<file path="src/rtl/chunked_adder_seq.sv">
// Multi-cycle WIDTH-bit adder: one 4-bit ripple slice per clock, registered inter-slice carry.
// Optional signed-overflow output enabled by defining OVERFLOW_FLAG_EN.
module chunked_adder_seq #(
  parameter int WIDTH = 16
) (
  input  logic             clk,
  input  logic             rst,
  input  logic             in_valid,
  output logic             in_ready,
  input  logic [WIDTH-1:0] A,
  input  logic [WIDTH-1:0] B,
  input  logic             Cin,
  output logic             out_valid,
  input  logic             out_ready,
  output logic [WIDTH-1:0] Sum,
  output logic             Carry_Out
`ifdef OVERFLOW_FLAG_EN
  ,
  output logic             Overflow
`endif
);

  localparam int NS = WIDTH / 4;
  localparam int KW = (NS > 1) ? $clog2(NS) : 1;

  if ((WIDTH % 4 != 0) || (WIDTH < 4)) begin : g_width_check
    $error("chunked_adder_seq: WIDTH must be a multiple of 4 and at least 4");
  end

  typedef enum logic [1:0] {IDLE, ADD, DONE} state_t;

  state_t           state_q, state_d;
  logic             init_q;
  logic [WIDTH-1:0] a_q, a_d, b_q, b_d;
  logic [WIDTH-1:0] work_q, work_d;
  logic [WIDTH-1:0] sum_q, sum_d;
  logic             carry_q, carry_d;
  logic             co_q, co_d;
  logic [KW-1:0]    k_q, k_d;
  logic [KW+1:0]    base;
  logic [3:0]       a_sl, b_sl;
  logic [4:0]       slice_res;
`ifdef OVERFLOW_FLAG_EN
  logic             ovf_q, ovf_d;
`endif

  // init_q keeps in_ready low until the first edge after reset release
  always_ff @(posedge clk or posedge rst) begin
    if (rst) begin
      state_q <= IDLE;
      init_q  <= 1'b0;
      a_q     <= '0;
      b_q     <= '0;
      work_q  <= '0;
      sum_q   <= '0;
      carry_q <= 1'b0;
      co_q    <= 1'b0;
      k_q     <= '0;
`ifdef OVERFLOW_FLAG_EN
      ovf_q   <= 1'b0;
`endif
    end else begin
      state_q <= state_d;
      init_q  <= 1'b1;
      a_q     <= a_d;
      b_q     <= b_d;
      work_q  <= work_d;
      sum_q   <= sum_d;
      carry_q <= carry_d;
      co_q    <= co_d;
      k_q     <= k_d;
`ifdef OVERFLOW_FLAG_EN
      ovf_q   <= ovf_d;
`endif
    end
  end

  always_comb begin
    state_d   = state_q;
    a_d       = a_q;
    b_d       = b_q;
    work_d    = work_q;
    sum_d     = sum_q;
    carry_d   = carry_q;
    co_d      = co_q;
    k_d       = k_q;
    in_ready  = 1'b0;
    out_valid = 1'b0;
    base      = {k_q, 2'b00};
    a_sl      = a_q[base +: 4];
    b_sl      = b_q[base +: 4];
    slice_res = {1'b0, a_sl} + {1'b0, b_sl} + {4'b0000, carry_q};
`ifdef OVERFLOW_FLAG_EN
    ovf_d     = ovf_q;
`endif
    unique case (state_q)
      IDLE: begin
        in_ready = init_q;
        if (init_q && in_valid) begin
          a_d     = A;
          b_d     = B;
          carry_d = Cin;
          k_d     = '0;
          state_d = ADD;
        end
      end
      ADD: begin
        work_d[base +: 4] = slice_res[3:0];
        carry_d           = slice_res[4];
        k_d               = k_q + KW'(1);
        if (k_q == KW'(NS - 1)) begin
          sum_d   = work_d;
          co_d    = slice_res[4];
          k_d     = '0;
          state_d = DONE;
`ifdef OVERFLOW_FLAG_EN
          // carry into the MSB recovered as s ^ a ^ b at bit 3 of the top slice
          ovf_d = (slice_res[3] ^ a_sl[3] ^ b_sl[3]) ^ slice_res[4];
`endif
        end
      end
      DONE: begin
        out_valid = 1'b1;
        if (out_ready) state_d = IDLE;
      end
      default: state_d = IDLE;
    endcase
  end

  assign Sum       = sum_q;
  assign Carry_Out = co_q;
`ifdef OVERFLOW_FLAG_EN
  assign Overflow  = ovf_q;
`endif

endmodule

</file>
<file path="config.mk">
export PLATFORM = sky130hd
export DESIGN_NAME = chunked_adder_seq
export DESIGN_NICKNAME = d
export VERILOG_FILES = /design/src/rtl/chunked_adder_seq.sv
export SDC_FILE = /design/constraint.sdc
export NUM_CORES = 1
export LEC_CHECK = 0
export CORE_ASPECT_RATIO = 0.7
export CORE_MARGIN = 2
export CORE_UTILIZATION = 49
export CTS_BUF_LIST = sky130_fd_sc_hd__clkbuf_8
export DETAILED_ROUTE_END_ITERATION = 8
export PLACE_DENSITY = 0.75
export SYNTH_ARGS = -nofsm -noshare
export SYNTH_HDL_FRONTEND = slang
export SYNTH_SLANG_ARGS = --single-unit
</file>
<file path="constraint.sdc">
create_clock -name clk -period 2.8 [get_ports clk]
set_input_delay 0.42 -clock clk [delete_from_list [all_inputs] [get_ports clk]]
set_output_delay 0.42 -clock clk [all_outputs]
set_load 0.005 [all_outputs]
</file>
==> results of run 1 <==
[worst max-delay path, cell delays in order (launching register included)]
cell and delay [ns]:
dfrtp_2 0.46, buf_4 0.16, mux4_2 0.56, ha_1 0.31
and3_1 0.20, or3_1 0.43, and2_1 0.24, a32o_1 0.27
[stage by stage]
stage	area (um2)	TNS [ns]	power, uW
floorplan	3250	0	3330
finish	4130	0	5130
global route	4130	-0.00215	5530
CTS	4110	0	5080
global placement	3910	0	4150
detailed placement	3910	-0.114	4260
[sequential cells by signal, summed over array words and instances, names as in the netlist]
| signal | flops |
|---|---|
| a_q | 16 |
| Sum | 16 |
| init_q | 1 |
| Carry_Out | 1 |
| work_q | 16 |
| b_q | 16 |
| state_q | 2 |
| k_q | 2 |
| carry_q | 1 |
[placed cells by master (no fill, tap or decap), drive strengths merged]
cell type      netlist  layout
nor3b                1       1
nand2b               2       2
or3                  1       1
fa                   2       2
xor2                 1       1
nor4b                1       1
o31ai                2       2
clkbuf               8      10
nand3                2       2
a32oi                4       4
and3                 1       1
clkdlybuf4s50        0      55
a21o                 2       2
o21ai                4       4
nor2b                1       1
and2                 4       4
a21oi                5       5
mux4                 8       8
bufinv               0       1
a221oi              12      12
dfrtp               71      71
a32o                12      12
clkinv               0       3
conb                 1       1
nand2              107     107
a22o                 4       4
inv                  8      10
ha                   9       9
o211ai               1       1
nor3                 2       2
nor2                28      28
nor4                 1       1
buf                  8      13
[where the power goes]
| group | internal, uW | switching [uW] |
|---|---|---|
| Combinational | 1170 | 1390 |
| Sequential | 1490 | 296 |
| Clock | 424 | 355 |
[cell families (layout without fill, tap and decap cells)]
family | count (synthesis) | in the layout
flops | 71 | 71
mux | 8 | 8
other cells | 1 | 1
buf+inv | 24 | 92
xor+xnor | 1 | 1
compound gates | 46 | 46
simple gates | 151 | 151
fa+ha+maj | 11 | 11
[metal layers]
metal / share of wire / vias up
li1: - / 1198
met1: 0.48 / 1224
met2: 0.45 / 82
met3: 0.061 / 10
met4: 0.015 / 0
met5: 0 / -
[layout make-up]
type                    count  area [um2]  area share
flip-flops and latches     71        1780       0.430
multi-input cells         218        1390       0.336
repair buffers             68         648       0.157
clock buffers              10         138      0.0333
well taps                  78        97.6      0.0236
clock inverters             6        52.6      0.0127
inverters                   8        30.0     0.00727
[how the worst max path moves through the flow]
stage | depth (start not counted) | endpoint | start
floorplan | 7 | work_q[3]$_DFFE_PP0P_ | k_q[0]$_DFFE_PP0P_
global placement | 6 | work_q[6]$_DFFE_PP0P_ | k_q[0]$_DFFE_PP0P_
detailed placement | 6 | work_q[6]$_DFFE_PP0P_ | k_q[0]$_DFFE_PP0P_
CTS | 7 | work_q[15]$_DFFE_PP0P_ | k_q[0]$_DFFE_PP0P_
global route | 7 | work_q[15]$_DFFE_PP0P_ | k_q[0]$_DFFE_PP0P_
finish | 7 | work_q[11]$_DFFE_PP0P_ | k_q[0]$_DFFE_PP0P_
[repair_timing]
item | 4_1_cts | 5_1_grt
resized for setup | 1 | 1
endpoints found under the setup margin | 4 | 11
hold buffers | 0 | 0
endpoints found under the hold margin | 0 | 0
pin swaps | 0 | 0
buffers inserted | 0 | 2
==> flow_summary.ini, run 1 <==
[run_status]
status = completed

[synth]
synth_fp_nets = 361
synth_top_family_by_area = simple AND/OR/NAND/NOR gates
ys_warn_count = 0
async_flop_share = 1.00
synthFlopType = dfrtp_1
synth.area.mux_share = 0.0556
synth-compound-area-share = 0.117
synth_simple_gate_area_share = 0.199
synthXorXnorAreaFrac = 0.00270
synth_edf_count = 0
synth_common_cells = nand2_1 (107), dfrtp_1 (71), nor2_1 (28)
netlist_instances = 313
synthDistinctLibCells = 33
netlist_area_um2 = 3240
synth_seq_cells = 71
yosysMostFrequentCell = nand2_1
synth_seq_area_share = 0.548
synth_area_leader_cell = dfrtp_1
yosysTopAreaCellShare = 0.548
synth_area_leaders = dfrtp_1 (55%), nand2_1 (12%), mux4_2 (5.6%)
synthAdderAreaFrac = 0.0471
avgSynthCellArea_um2 = 10.4

[placed_design]
gp_congestion = 0.900
dp_slack_ns = -0.0369
dp.cells = 441
numPortBuffers = 55
place.detailed.hpwl_mm = 5.25

[min_path]
worstHoldStart = a_q[15]$_DFFE_PP0P_
holdPathStages = 2
min_to = a_q[15]$_DFFE_PP0P_
hp-class = register to register

[layout]
n_antenna_cell = 0
postLayoutCoreUtil = 0.655
n_fill_cell = 523
fin_nets = 424
drive_gt1_frac = 0.115
area_growth_pct = 27.4
fin_cells = 459

[pwr]
p_leak_uw = 0.00195
peakVddDrop_v = 0.000625
powerDensity_nw_per_um2 = 1240

[routing]
routedWlPerCell_um = 15.8
vias_per_cell = 5.48
first_pass_iters = 4
drc = 0
vias = 2514
totalWireLength_mm = 7.26
antenna_left = 0
drtIter0Drc = 203

[global_routing]
grt_antenna_before_repair = 0
grt_pass1_wl_mm = 12.3
grt_pass1_vias = 2508
globalRouteMet1Util = 0.331
grt_overflow = 0
grt_use_total = 0.224
grt_max_degree = 38
met2_usage = 0.319
grt_use_met3 = 0.0578
top_usage_layer = met1

[cts]
root_buffer = clkbuf_8
cts_made_buffers = 9
clock-sinks = 71
cts_buffer_depth = 2
clkSlewWorstSetupHoldPaths_ns = 0.06
clock_latency_ns = 0.34
cts_tree = built
htree_num_levels = 3

[floorplan]
io_pins = 56
die_h_um = 72.1
core_region_area_um2 = 6310
initial_core_util = 0.514
die_w_um = 101
fp-row-count = 24
die_area_um2 = 7300

[setup_path]
ff2ff_path_depth = 7
path_max_fanout = 7
critPathLaunchType = register
r2r-end = work_q[11]$_DFFE_PP0P_
crit_arrival_ns = 2.96
rrSetupSlack_ns = 0.07
required_ns = 3.03
endpoint_kind = register
worstReg2RegStart = k_q[0]$_DFFE_PP0P_
criticalPathCategory = register to register

[run]
max_cap_violations = 0

[timing]
finalSetupViolations = 0
timing.fmax_mhz = 366
drv_slew = 0
setup_ws_ns = 0.0671
clock_skew_ns = 0.00575
period_share = 0.976
hold_ws_ns = 0.477
worst_pin_slew_ns = 0.732
hold_viol = 0
slew_headroom = 0.512
fin_crit_ns = 2.73
Note: power is estimated with default switching activity, not from simulation.
==> run 2, diff against run 1 <==
SETUP_SLACK_MARGIN = 0.02   (was not set)
==> run 2 against run 1 <==
  * Core utilization rose by 0.099 points
  * First-iteration DRC count fell by 9.9%
  * Clock skew rose by 0.00059 ns
  * Combinational power rose by 2%
  * Hold slack improved by 0.0027 ns
  * Critical path depth did not move
  * Power rose by 1.1%
  * Sequential share of layout area fell by 0.065 points
  * Non-clock buffer count did not move
  * Largest cell class unchanged
==> flow_summary.ini, run 2 (same netlist as run 1, synthesis figures left out) <==
[placed_design]
place.detailed.hpwl_mm = 5.25
dp.cells = 441
gp_congestion = 0.900
numPortBuffers = 55
dp_slack_ns = -0.0369

[timing]
slew_headroom = 0.530
hold_viol = 0
fin_crit_ns = 2.69
clock_skew_ns = 0.00634
rsz0062_at_grt = no
hold_ws_ns = 0.480
finalSetupViolations = 0
drv_slew = 0
setup_tns_ns = 0
timing.fmax_mhz = 371
worst_pin_slew_ns = 0.705
period_share = 0.961
setup_ws_ns = 0.108

[cts]
cts_buffer_depth = 2
clkSlewWorstSetupHoldPaths_ns = 0.07
root_buffer = clkbuf_8
htree_num_levels = 3
cts_tree = built
clock-sinks = 71
ctsHoldBuffers = 0
cts_made_buffers = 9
clock_latency_ns = 0.35

[routing]
vias = 2513
routedWlPerCell_um = 15.9
first_pass_iters = 4
drtIter0Drc = 183
totalWireLength_mm = 7.30
drc = 0
vias_per_cell = 5.47
antenna_left = 0

[layout]
area_growth_pct = 27.6
fin_cells = 459
final_cell_mix = nand2_1 (107), dfrtp_1 (70), clkdlybuf4s50_1 (55), nor2_1 (28), buf_4 (13)
n_antenna_cell = 0
final_common_cell = nand2_1
fin_nets = 424
drive_gt1_frac = 0.121

[floorplan]
die_h_um = 72.1
io_pins = 56
die_w_um = 101
fp-row-count = 24
initial_core_util = 0.514
core_region_area_um2 = 6310
die_area_um2 = 7300

[global_routing]
grt_pass1_wl_mm = 12.3
grt_antenna_before_repair = 0
grt_use_total = 0.224
grt_max_degree = 38
grt_overflow = 0
grt_pass1_vias = 2500

[setup_path]
criticalPathCategory = register to register
cp-startpoint = k_q[0]$_DFFE_PP0P_
crit_arrival_ns = 2.92
required_ns = 3.03
ff2ff_path_depth = 7
endpoint_kind = register
worstReg2RegStart = k_q[0]$_DFFE_PP0P_
critPathLaunchType = register
path_max_fanout = 6

[min_path]
holdPathStages = 2
worstHoldStart = b_q[5]$_DFFE_PP0P_
hp-class = register to register

[pwr]
powerDensity_nw_per_um2 = 1250
peakVddDrop_v = 0.000626
p_leak_uw = 0.00195
p_total_uw = 5180

[run_status]
status = completed

[run]
max_cap_violations = 0
run 2: changes by cell type in the layout (fill, tap and decap cells not counted):
cell / before / now
or3_1: 1 / 0
and2_1: 4 / 3
or3_4: 0 / 1
and2_2: 0 / 1
run 2: where the power goes:
group / total [uW] / switching [uW] / internal, uW
registers: 1790 / 295 / 1490
clock network: 781 / 356 / 424
logic: 2620 / 1410 / 1210
run 2: worst paths after layout:
kind	to	slack, ns
setup / recovery	work_q[15]$_DFFE_PP0P_	0.11
hold reg to reg	b_q[5]$_DFFE_PP0P_	0.48
max in group asynchronous	k_q[0]$_DFFE_PP0P_	1.93
hold / removal	b_q[5]$_DFFE_PP0P_	0.48
setup reg to reg	work_q[15]$_DFFE_PP0P_	0.11
min in group asynchronous	Sum[12]$_DFFE_PP0P_	0.49
run 2: critical path: stages (launching register included):
cell	delay, ns
dfrtp_2	0.45
buf_4	0.16
mux4_2	0.56
ha_1	0.30
and3_1	0.21
or3_4	0.40
and2_2	0.24
a32o_1	0.26
run 2: layer usage:
metal / wire length (um) / vias to the layer above / GRT usage
met1: 3380 / 1221 / 0.334
li1: - / 1199 / -
met5: 0 / - / 0
met2: 3280 / 83 / 0.322
met4: 112 / 0 / 0.0811
met3: 524 / 10 / 0.0568
run 2: cell type report:
class | instances | area, um2
tap | 78 | 97.6
inverter | 8 | 30.0
clock inverter | 6 | 52.6
multi-input combinational | 218 | 1400
fill | 520 | 2170
sequential | 71 | 1780
clock buffer | 10 | 138
timing repair buffer | 68 | 648
run 2: what timing repair did:
item,4_1_cts,5_1_grt
resized for setup,1,3
endpoints found under the setup margin,5,7
setup buffers,2,0
endpoints found under the hold margin,0,0
pin swaps,0,1
run 2: stage by stage:
step	utilization	area [um2]
after global routing	0.656	4140
final	0.656	4140
after floorplan	-	3250
after CTS	0.653	4120
after detailed placement	0.620	3910
after global placement	0.620	3910
